File: config.mk
export PLATFORM = sky130hd
export DESIGN_NAME = vga_timing_pipe
export DESIGN_NICKNAME = d
export VERILOG_FILES = /design/src/rtl/vga_timing_pipe.sv
export SDC_FILE = /design/constraint.sdc
export NUM_CORES = 1
export LEC_CHECK = 0
export CORE_ASPECT_RATIO = 1.75
export CORE_UTILIZATION = 45
export DETAILED_ROUTE_END_ITERATION = 6
export GPL_TIMING_DRIVEN = 0
export HOLD_SLACK_MARGIN = 0.03
export PLACE_DENSITY = 0.85
export SLEW_MARGIN = 25
export SYNTH_ARGS = -nofsm -noshare
export SYNTH_HDL_FRONTEND = slang
export SYNTH_SLANG_ARGS = --single-unit
File: constraint.sdc
create_clock -name vgaclk -period 1.64 [get_ports vgaclk]
set_input_delay 0.246 -clock vgaclk [delete_from_list [all_inputs] [get_ports vgaclk]]
set_output_delay 0.246 -clock vgaclk [all_outputs]
set_load 0.02 [all_outputs]
File: src/rtl/vga_timing_pipe.sv
// Parametrised VGA timing generator: pixel coordinates, line/frame strobes and a frame
// counter, with sync/blank delayed by PIPE_DELAY pixel steps to match a pipelined renderer.
module vga_timing_pipe #(
  parameter int unsigned HACTIVE    = 640,
  parameter int unsigned HFP        = 16,
  parameter int unsigned HSYNC      = 96,
  parameter int unsigned HBP        = 48,
  parameter int unsigned VACTIVE    = 480,
  parameter int unsigned VFP        = 10,
  parameter int unsigned VSYNC      = 2,
  parameter int unsigned VBP        = 33,
  parameter logic        HPOL       = 1'b0,
  parameter logic        VPOL       = 1'b0,
  parameter int unsigned PIPE_DELAY = 2,
  parameter int unsigned CW         = 10,
  parameter int unsigned FCW        = 16
) (
  input  logic           vgaclk,
  input  logic           reset,
  input  logic           pix_ce,
  output logic [CW-1:0]  x,
  output logic [CW-1:0]  y,
  output logic           hsync,
  output logic           vsync,
  output logic           blank_b,
  output logic           sync_b,
  output logic           line_start,
  output logic           frame_start,
  output logic [FCW-1:0] frame_count
);

  localparam int unsigned HTOTAL = HACTIVE + HFP + HSYNC + HBP;
  localparam int unsigned VTOTAL = VACTIVE + VFP + VSYNC + VBP;

  if (PIPE_DELAY > 15) begin : g_bad_delay
    $error("vga_timing_pipe: PIPE_DELAY must be 0..15");
  end
  if (HTOTAL > (1 << CW) || VTOTAL > (1 << CW)) begin : g_bad_width
    $error("vga_timing_pipe: HTOTAL/VTOTAL exceed 2^CW");
  end

  // One extra bit so a total of exactly 2^CW still fits in the compare constants
  localparam logic [CW:0]   H_ACT  = (CW+1)'(HACTIVE);
  localparam logic [CW:0]   H_SS   = (CW+1)'(HACTIVE + HFP);
  localparam logic [CW:0]   H_SE   = (CW+1)'(HACTIVE + HFP + HSYNC);
  localparam logic [CW:0]   V_ACT  = (CW+1)'(VACTIVE);
  localparam logic [CW:0]   V_SS   = (CW+1)'(VACTIVE + VFP);
  localparam logic [CW:0]   V_SE   = (CW+1)'(VACTIVE + VFP + VSYNC);
  localparam logic [CW-1:0] H_LAST = CW'(HTOTAL - 1);
  localparam logic [CW-1:0] V_LAST = CW'(VTOTAL - 1);

  typedef struct packed {
    logic hs;
    logic vs;
    logic act;
  } dec_t;

  dec_t        raw;
  dec_t        del;
  logic [CW:0] xe;
  logic [CW:0] ye;

  always_ff @(posedge vgaclk) begin
    if (reset) begin
      x           <= '0;
      y           <= '0;
      frame_count <= '0;
      line_start  <= 1'b0;
      frame_start <= 1'b0;
    end else begin
      line_start  <= 1'b0;
      frame_start <= 1'b0;
      if (pix_ce) begin
        if (x == H_LAST) begin
          x          <= '0;
          line_start <= 1'b1;
          if (y == V_LAST) begin
            y           <= '0;
            frame_start <= 1'b1;
            frame_count <= frame_count + FCW'(1);
          end else begin
            y <= y + CW'(1);
          end
        end else begin
          x <= x + CW'(1);
        end
      end
    end
  end

  assign xe = {1'b0, x};
  assign ye = {1'b0, y};

  always_comb begin
    raw     = '0;
    raw.act = (xe < H_ACT) && (ye < V_ACT);
    raw.hs  = (xe >= H_SS) && (xe < H_SE);
    raw.vs  = (ye >= V_SS) && (ye < V_SE);
  end

  if (PIPE_DELAY == 0) begin : g_nodelay
    assign del = raw;
  end else begin : g_delay
    dec_t stage [PIPE_DELAY];

    // Stages hold raw "asserted" flags; '0 maps to inactive sync levels and blanked video
    always_ff @(posedge vgaclk) begin
      if (reset) begin
        for (int unsigned i = 0; i < PIPE_DELAY; i++) stage[i] <= '0;
      end else if (pix_ce) begin
        stage[0] <= raw;
        for (int unsigned i = 1; i < PIPE_DELAY; i++) stage[i] <= stage[i-1];
      end
    end

    assign del = stage[PIPE_DELAY-1];
  end

  assign hsync   = del.hs ? HPOL : ~HPOL;
  assign vsync   = del.vs ? VPOL : ~VPOL;
  assign blank_b = del.act;
  assign sync_b  = 1'b0;

endmodule

==> results.md <==
- Outcome: complete, but fails checks
- Failing checks: setup timing
- Routability cong.: between 0.8 and 0.9
- Net Count, Synth: ~250
- Worst Path Max Fanout: 5
- Worst setup SP type: flip-flop
- Num ports: between 40 and 50
- Initial Utilization: between 40 and 50%
- Asr flop ratio synth: 0%
- Max-Cap Viols: 0
- Ant. Diodes: 0
- Die width: about 55 um
- Critical path's most frequent cell: buf_6
- Synth warn: 0
- Die area: 5150 um2
- Hold endpoint: frame_count[14]
- Met1 GRT Util: between 20% and 30%
- Worst setup margin: -0.143 ns
- Via count: approximately 2200
- Critical path buffers and inverters: 2
- R2r setup slk: -0.14 ns
- HP Class: reg2reg
- Clk_skew: ~0.0039 ns
- Critical Path AT: about 2 ns
- Gr usage total: between 20% and 30%
- Clk pin slew, worst setup/hold paths: 0.08 ns
- Initial antenna violation count: 0
- Worst hold stages: 2
- Leakage: between 0.001 and 0.0015 uW
- Synthesized flop and latch total: 44
- Largest cells by area after synthesis: dfxtp_1, edfxtp_1, a21oi_1
- Vias in the first global route: 2149
- Netlist cell types: between 40 and 50
- Core area: approximately 4700 um2
- CP Capture Type: flip-flop
- Placed cell count: about 340
- Antenna viol nets, final: 0
- Post-Place Setup Slack: -0.605 ns
- Worst IR Drop VDD: roughly 650 uV
- Clock Latency Late Sink: about 0.30 ns
- Hpwl dp: about 3.9 mm
- Most used standard cell by instance count after synthesis: dfxtp_1
- Post-synth top cells: dfxtp_1, a21oi_1, nand3_1, nor2_1
- Highest clock rate: about 560 MHz
- Top cell type's share of synthesized area: 34.8%
- Syn_area_per_cell: about 9 um2
- DRT iter0 DRCs: between 70 and 80
- Register area: approximately 1000 um2
- Sequential share of the synthesized area: a little over two fifths
- Met2 GRT Util: between 40% and 50%
- RR Endpoint: frame_count[14]
- R2r startpoint: x[0]
- Crit Path Class: reg2reg
- Hold Crit Start: frame_count[14]
- EDFF count, synth: 6
- Post-Route WL: approximately 6.1 mm
- Area delta synth->final: 46.6%
- M3 GR Usage: 4.53%
- Final critical-path required period: around 1.8 ns
- Die height: 94.2 um
- Max Buffers Root-to-Sink: 2
- Synth Flop Type: dfxtp_1
- Drt via density: around 6.0
- FP Rows: 33
- Grt total ovfl: 0
- Layout net count: 320
- Global-route wire length before repair: roughly 9.9 mm
- PD cells: approximately 580 nW/um2
- TritonCTS clock tree: done
- Post-route insts no fill: between 300 and 400
- TritonCTS Buffers: 5
- Tcrit/Tclk final: 109%
- Share of cells above drive strength 1: slightly below 30%
- DRC errors left: 0
- Largest net degree at the start of global routing: 13
- Root Driver: clkbuf_8
- First-pass detailed-route iteration total: 4
- Worst-path cell chain: ha_4, and4_1, buf_6, nand4_4, buf_6, or4_4, a21oi_2
- Final hold violations: 0
- Number of port buffers: 43
- Cell Area, Synth: 2180 um2
- H-tree Lvls: 2
- # fillers: approximately 340
- Mapped Cells: about 240
- Max incr delay on CP: 0.51 ns
- Multi-input gate area: ~1300 um2
- Crit path max-delay cell type: or4_4
- Cell accounting for the most synthesized area: dfxtp_1
- Family with the most delay on the worst path: simple AND/OR/NAND/NOR gates
- Setup violators final: 18
- Wirelength per Cell: between 15 and 20 um
- Hold_buf cts: 0
- RSZ-0062 raised after global routing: yes
- Count of pins over their slew limit: 0
- Required @ worst endpoint: 1.88 ns
- Clock sink count: 44
- Busiest layer in global routing: met2
- Reg2reg path depth: 7
## metal layers
layer,routed length [um],vias to the layer above,share of wire (%)
met5,0,-,0
met2,3480,88,57
met4,264,0,4.3
met3,281,28,4.6
li1,-,1029,-
met1,2090,1050,34
## how the worst max path moves through the flow
stage	startpoint	endpoint	slack [ns]	cells past startpoint
after floorplan	y[0]	frame_count[13]	-0.12	7
after global placement	pix_ce	frame_count[12]	-0.56	7
after detailed placement	pix_ce	frame_count[12]	-0.61	7
after CTS	y[1]	frame_count[12]	-0.16	7
after global routing	x[0]	frame_count[2]	-0.21	7
final	x[0]	frame_count[14]	-0.14	7
## cell usage in the layout, fill, tap and decap left out, types with 3 or more instances in the layout
cell type and instances:
mux2_4 3, nor3_1 8, clkbuf_8 6, o21ai_0 4, nor2b_1 4, dlymetal6s2s_1 11
and3_1 6, o31ai_2 5, buf_4 20, dfxtp_4 5, and4_1 3, o31ai_1 5
xor2_1 5, dfxtp_1 24, or4_1 10, edfxtp_1 6, o21ai_1 4, nor2_1 14
nand3_1 13, dlygate4sd2_1 9, nor3_4 4, nand2_1 11, ha_1 3, clkbuf_2 3
dfxtp_2 9, buf_2 3, a21oi_1 15, or3_1 5, inv_1 10, nor4_1 3
buf_6 5, xnor2_1 7, and2_1 4, clkdlybuf4s50_1 23, a21oi_2 5, nand4_1 6
## layout make-up
type | instances | area share, %
multi-input cells | 174 | 41.9
well taps | 52 | 2.03
repair buffers | 63 | 18.5
inverters | 12 | 1.48
flip-flops and latches | 44 | 30.3
clock buffers | 7 | 2.38
clock inverters | 1 | 0.117
plain buffers | 12 | 3.28
## state kept, by name, indices dropped and copies added (netlist names)
signal	flops
frame_count	16
frame_start	1
g_delay.stage	6
line_start	1
x	10
y	10
## cell families after synthesis
logic type,Yosys count,synth area share (%)
other cells,1,0.172
xor+xnor,12,4.81
fa+ha+maj,5,2.86
flops,44,43.1
buf+inv,24,5.38
simple gates,109,30.3
mux,4,2.06
compound gates,42,11.3
## through the flow
stage	util (%)	total power (uW)	TNS (ns)	hold slack, ns	area, um2
6_report	68.6	1860	-1.81	0.510	3200
5_1_grt	68.6	1920	-2.97	0.520	3200
4_1_cts	66.0	1870	-1.71	0.501	3080
3_5_place_dp	59.2	1220	-15.66	0.489	2760
3_3_place_gp	59.2	1210	-14.14	0.463	2760
2_1_floorplan	-	1180	-0.923	0.450	2270
## report_power, final
| group | leakage [uW] | internal (uW) | switching, uW |
|---|---|---|---|
| logic | 0.000932 | 39.9 | 56.8 |
| registers | 0.000381 | 1100 | 6.80 |
| clock network | 0.0000399 | 297 | 365 |
| total | 0.00135 | 1430 | 428 |
## worst register-to-register path, cell delays in order, from the launching register on
cell     delay [ns]
dfxtp_4        0.37
ha_4           0.13
and4_1         0.18
buf_6          0.13
nand4_4        0.12
buf_6          0.16
or4_4          0.51
a21oi_2        0.14
## repair_timing
action / in CTS / in global routing
cloned: 2 / 1
gates resized for setup: 37 / 31
pin swaps: 11 / 6
buffers inserted: 16 / 2
endpoints found under the setup margin: 32 / 45
Power figures use the tool's default switching activity.
